==> config.mk <==
export PLATFORM = sky130hd
export DESIGN_NAME = dc_offset_insert_flat
export DESIGN_NICKNAME = d
export VERILOG_FILES = /design/src/rtl/dc_offset_insert_if.sv /design/src/rtl/dc_offset_insert.sv /design/src/flat_wrapper.sv
export SDC_FILE = /design/constraint.sdc
export NUM_CORES = 1
export LEC_CHECK = 0
export CAP_MARGIN = 20
export CELL_PAD_IN_SITES_DETAIL_PLACEMENT = 0
export CELL_PAD_IN_SITES_GLOBAL_PLACEMENT = 2
export CORE_UTILIZATION = 36
export CTS_CLUSTER_SIZE = 30
export DETAILED_ROUTE_END_ITERATION = 10
export PLACE_DENSITY_LB_ADDON = 0.15
export SYNTH_ARGS = -nofsm -noshare
export SYNTH_HDL_FRONTEND = slang
export SYNTH_SLANG_ARGS = --single-unit
==> constraint.sdc <==
create_clock -name clk -period 14.4 [get_ports clk]
set_clock_uncertainty 0.1 [all_clocks]
set_input_delay 4.32 -clock clk [delete_from_list [all_inputs] [get_ports clk]]
set_output_delay 4.32 -clock clk [all_outputs]
set_load 0.02 [all_outputs]
==> src/rtl/dc_offset_insert_if.sv <==
// Sample stream bundle for dc_offset_insert: AC input samples in, offset-restored samples out.
interface dc_offset_insert_if #(
    parameter int unsigned DIN_WIDTH = 12
);
    logic signed [DIN_WIDTH-1:0] din;
    logic                        din_valid;
    logic signed [DIN_WIDTH-1:0] dout;
    logic                        dout_valid;
    logic                        sat;

    modport master (
        output din, din_valid,
        input  dout, dout_valid, sat
    );

    modport slave (
        input  din, din_valid,
        output dout, dout_valid, sat
    );
endinterface

==> src/rtl/dc_offset_insert.sv <==
// Adds a slew-limited programmable DC offset to a zero-mean sample stream,
// saturating the sum to the sample width over a two-stage pipeline.
module dc_offset_insert #(
    parameter int unsigned DIN_WIDTH  = 12,
    parameter int unsigned STEP_WIDTH = 8
) (
    input  logic                        clk,
    input  logic                        rst_n,
    dc_offset_insert_if.slave           bus,
    input  logic signed [DIN_WIDTH-1:0] offset_target,
    input  logic                        offset_load,
    input  logic [STEP_WIDTH-1:0]       ramp_step,
    output logic signed [DIN_WIDTH-1:0] offset_now,
    output logic                        ramping
);

    localparam int unsigned EW = DIN_WIDTH + 1;

    typedef enum logic [0:0] {HOLD = 1'b0, RAMP = 1'b1} state_t;

    state_t                      state;
    logic signed [DIN_WIDTH-1:0] target_r;
    logic signed [EW-1:0]        s1;
    logic                        v1;

    logic signed [EW-1:0] target_ext;
    logic signed [EW-1:0] now_ext;
    logic signed [EW-1:0] diff;
    logic signed [EW-1:0] abs_diff;
    logic signed [EW-1:0] step_ext;
    logic signed [EW-1:0] stepped;
    logic signed [EW-1:0] sum;
    logic                 step_done;
    logic                 clip;

    // Extended-width ramp and sum arithmetic so full-scale targets cannot overflow
    always_comb begin
        target_ext = {target_r[DIN_WIDTH-1], target_r};
        now_ext    = {offset_now[DIN_WIDTH-1], offset_now};
        diff       = target_ext - now_ext;
        abs_diff   = diff[EW-1] ? -diff : diff;
        step_ext   = EW'(ramp_step);
        step_done  = (ramp_step == '0) || (abs_diff <= step_ext);
        stepped    = diff[EW-1] ? (now_ext - step_ext) : (now_ext + step_ext);
        sum        = {bus.din[DIN_WIDTH-1], bus.din} + now_ext;
        clip       = s1[EW-1] != s1[EW-2];
    end

    // Offset control FSM; a load always wins over a step in the same cycle
    always_ff @(posedge clk or negedge rst_n) begin
        if (!rst_n) begin
            state      <= HOLD;
            ramping    <= 1'b0;
            target_r   <= '0;
            offset_now <= '0;
        end else if (offset_load) begin
            target_r <= offset_target;
            if (ramp_step == '0) begin
                offset_now <= offset_target;
                state      <= HOLD;
                ramping    <= 1'b0;
            end else if (offset_target != offset_now) begin
                state   <= RAMP;
                ramping <= 1'b1;
            end else begin
                state   <= HOLD;
                ramping <= 1'b0;
            end
        end else if (state == RAMP && bus.din_valid) begin
            if (step_done) begin
                offset_now <= target_r;
                state      <= HOLD;
                ramping    <= 1'b0;
            end else begin
                offset_now <= stepped[DIN_WIDTH-1:0];
            end
        end
    end

    // Stage 1 sums with the pre-update offset; stage 2 clamps to the sample range
    always_ff @(posedge clk or negedge rst_n) begin
        if (!rst_n) begin
            s1             <= '0;
            v1             <= 1'b0;
            bus.dout       <= '0;
            bus.dout_valid <= 1'b0;
            bus.sat        <= 1'b0;
        end else begin
            v1             <= bus.din_valid;
            bus.dout_valid <= v1;
            if (bus.din_valid) begin
                s1 <= sum;
            end
            if (v1) begin
                bus.sat <= clip;
                if (clip) begin
                    bus.dout <= s1[EW-1] ? {1'b1, {(DIN_WIDTH-1){1'b0}}}
                                         : {1'b0, {(DIN_WIDTH-1){1'b1}}};
                end else begin
                    bus.dout <= s1[DIN_WIDTH-1:0];
                end
            end
        end
    end

endmodule

==> src/flat_wrapper.sv <==
// flat-port wrapper written by rule: the top's interface ports become plain ports
module dc_offset_insert_flat 
#(
    parameter int unsigned DIN_WIDTH  = 12,
    parameter int unsigned STEP_WIDTH = 8
)
  (clk, rst_n, offset_target, offset_load, ramp_step, offset_now, ramping, bus_din, bus_din_valid, bus_dout, bus_dout_valid, bus_sat);
  dc_offset_insert_if #(.DIN_WIDTH(DIN_WIDTH)) bus_i ();
  input  logic clk;
  input  logic rst_n;
  input  logic signed [DIN_WIDTH-1:0] offset_target;
  input  logic offset_load;
  input  logic [STEP_WIDTH-1:0] ramp_step;
  output logic signed [DIN_WIDTH-1:0] offset_now;
  output logic ramping;
  input wire logic [$bits(bus_i.din)-1:0] bus_din;
  input wire logic [$bits(bus_i.din_valid)-1:0] bus_din_valid;
  output wire logic [$bits(bus_i.dout)-1:0] bus_dout;
  output wire logic [$bits(bus_i.dout_valid)-1:0] bus_dout_valid;
  output wire logic [$bits(bus_i.sat)-1:0] bus_sat;
  assign bus_i.din = bus_din;
  assign bus_i.din_valid = bus_din_valid;
  assign bus_dout = bus_i.dout;
  assign bus_dout_valid = bus_i.dout_valid;
  assign bus_sat = bus_i.sat;
  dc_offset_insert #(.DIN_WIDTH(DIN_WIDTH), .STEP_WIDTH(STEP_WIDTH)) u_core (.clk(clk), .rst_n(rst_n), .bus(bus_i), .offset_target(offset_target), .offset_load(offset_load), .ramp_step(ramp_step), .offset_now(offset_now), .ramping(ramping));
endmodule
==> impl_metrics.json <==
{
  "clkTransAtPathRegs_ns": 0.07,
  "cts_tree": "built",
  "async_flop_share": 1.00,
  "critical_path.startpoint_type": "input port",
  "fillers": 1261,
  "cts_resized": 0,
  "wl_per_cell_microns": 16.0,
  "crit_fanout": 3,
  "syn_to_final_growth_pct": 20.1,
  "cp_common_cell": "o21ai_0",
  "vias": 3947,
  "chipWidth_microns": 115,
  "fin_setup_tns_ns": 0,
  "worst-setup-path-type": "in2reg",
  "cp_slowest_cell": "a2111oi_0",
  "synth_top_cell_by_area": "dfrtp_1",
  "layout-drive-gt1-share": 0.0694,
  "cts_buffers": 5,
  "holdBufCountCts": 0,
  "start_util": 0.376,
  "top_usage_layer": "met2",
  "slowest_delay_ns": 0.54,
  "crit_required_ns": 14.46,
  "ant_nets": 0,
  "fp-row-count": 40,
  "ios": 63,
  "gr-usage-met1": 0.286,
  "synth-main-ff-cell": "dfrtp_1",
  "core_region_area_sq_um": 12200,
  "grt_use_met2": 0.310,
  "postSynthAreaPerCell_sq_um": 8.57,
  "routed_via_density": 5.20,
  "yosys_warnings": 0,
  "routed_wl_microns": 12200,
  "netlist_area_sq_um": 4590,
  "ys_top_cells_by_area": "dfrtp_1 (29%), ha_1 (13%), xnor2_1 (7.6%)",
  "ctsRootBufferMaster": "clkbuf_16",
  "cts.htree.levels": 2,
  "diodes": 0,
  "fp.dieH_microns": 115,
  "cts_setup_buffers": 0,
  "rsz0062_at_grt": "false",
  "period_share": 0.540,
  "synth_nets": 621,
  "leakagePower_nw": 2.42,
  "crit_chain": "clkdlybuf4s50_1, inv_1, ha_1, a21oi_1, inv_1, fa_1, nor2b_1, o21ai_0, a21boi_0, o21ai_0, a2111oi_0, o21ai_0, a21boi_0, o21ai_0, mux2i_1, a21oi_1",
  "first_global_vias": 3948,
  "status": "completed",
  "synth_cell_types": 64,
  "grt_max_degree": 54,
  "crit_arrival_ns": 7.84,
  "cap_violations": 0,
  "worst_pin_slew_ns": 0.997,
  "firstDrtPassIters": 4,
  "slew_headroom": 0.331,
  "ys_ff_latch": 53,
  "cts_num_sinks": 53,
  "clk_latency_ns": 0.29,
  "finalSetupViolCount": 0,
  "antenna_found_initial": 0,
  "hp-class": "reg2reg",
  "syn_inst": 535,
  "drc": 0,
  "yosysMostFrequentCell": "dfrtp_1",
  "met3_usage": 0.0295,
  "drv_slew": 0,
  "hold_viol_final": 0,
  "clock_path_buffers": 2,
  "powerDensity_nw_per_um2": 269,
  "fmaxAchievable_mhz": 129,
  "hpwlAfterDp_microns": 9690,
  "netlist.area_leader.share": 0.289,
  "final_util": 0.451,
  "synth_edf_count": 0,
  "grt-ovfl-total": 0,
  "design.die.area_sq_um": 13200,
  "ys_top_cells_by_count": "dfrtp_1 (53), inv_1 (50), a21oi_1 (48)",
  "ir_worst_vdd_v": 0.0000897,
  "end_kind": "flop",
  "period_minus_slack_ns": 7.78,
  "grt_pass1_wl_microns": 20100,
  "layout.nets": 676,
  "port_buffers": 62,
  "first_iter_violations": 236,
  "ys_seq_area_frac": 0.289,
  "grt_use_total": 0.197,
  "place_congestion": 0.827
}
-- metal layers --
metal	share of wire	wire length (microns)
met5	0	0
met3	0.045	549
met2	0.45	5420
met1	0.50	6120
met4	0.0059	72
-- cells by family after synthesis --
group / count (synthesis) / synth area share
simple gates: 152 / 0.172
buf+inv: 68 / 0.0606
mux: 15 / 0.0360
fa+ha+maj: 50 / 0.141
xor+xnor: 45 / 0.0859
flops: 53 / 0.289
compound gates: 152 / 0.214
-- worst max-delay path, delay by kind of cell --
kind | cells | cell delay (ns)
and+or+nand+nor | 1 | 0.12
adders and majority gates | 2 | 0.73
buffers and inverters | 3 | 0.70
AOI/OAI and AO/OA | 9 | 1.83
muxes | 1 | 0.16
-- flip-flops by register name, indices dropped and copies added (netlist names) --
register / flops
u_core.s1: 13
u_core.bus.sat: 1
u_core.bus.dout: 12
u_core.offset_now: 12
u_core.v1: 1
u_core.target_r: 12
u_core.bus.dout_valid: 1
u_core.ramping: 1
-- power breakdown --
group / internal [mW] / switching [mW]
Combinational: 0.500 / 0.585
Clock: 0.0738 / 0.0535
Sequential: 0.207 / 0.0657
Total: 0.781 / 0.704
-- through the flow --
stage | cell area (sq um) | hold slack, ns | setup WS [ns] | instances | total power, mW
2_1_floorplan | 4590 | 0.252 | 7.44 | 535 | 1.08
3_3_place_gp | 5350 | 0.367 | 6.55 | 751 | 1.35
3_5_place_dp | 5350 | 0.371 | 6.36 | 751 | 1.36
4_1_cts | 5510 | 0.386 | 6.65 | 759 | 1.50
5_1_grt | 5510 | 0.406 | 6.14 | 759 | 1.64
6_report | 5510 | 0.380 | 6.62 | 759 | 1.48
-- path summary, 6_finish.rpt --
path                            cells past startpoint  slack, ns            startpoint                     to
max in group asynchronous                           2       9.65                 rst_n   u_core.offset_now[1]
worst min register to register                      1       0.38          u_core.s1[8]           u_core.s1[8]
worst min-delay path                                1       0.38          u_core.s1[8]           u_core.s1[8]
min in group asynchronous                           2       4.06                 rst_n    u_core.bus.dout[11]
worst max-delay path                               16       6.62          ramp_step[0]  u_core.offset_now[10]
worst max register to register                     19       8.87  u_core.offset_now[0]   u_core.offset_now[8]
-- cells in the final DEF, fill, tap and decap left out, drive strengths merged, types with 6 or more instances in the layout --
cell,n
nand4,7
nand2b,6
clkdlybuf4s50,61
or3,6
ha,47
o21ai,39
o21a,6
clkbuf,7
inv,50
nor2b,6
nor3,20
nand3b,12
a221oi,9
dfrtp,53
nor2,46
xnor2,40
a21o,14
mux2,9
a21boi,8
a21oi,49
mux2i,6
nand2,31
-- layout make-up --
type,count,area [sq um],area share
clock inverters,1,5.00,0.000908
well taps,168,210,0.0382
inverters,50,188,0.0341
multi-input cells,414,2980,0.541
flip-flops and latches,53,1330,0.241
repair buffers,66,646,0.117
clock buffers,7,153,0.0277
No activity file was read; power rests on OpenSTA's default activity.
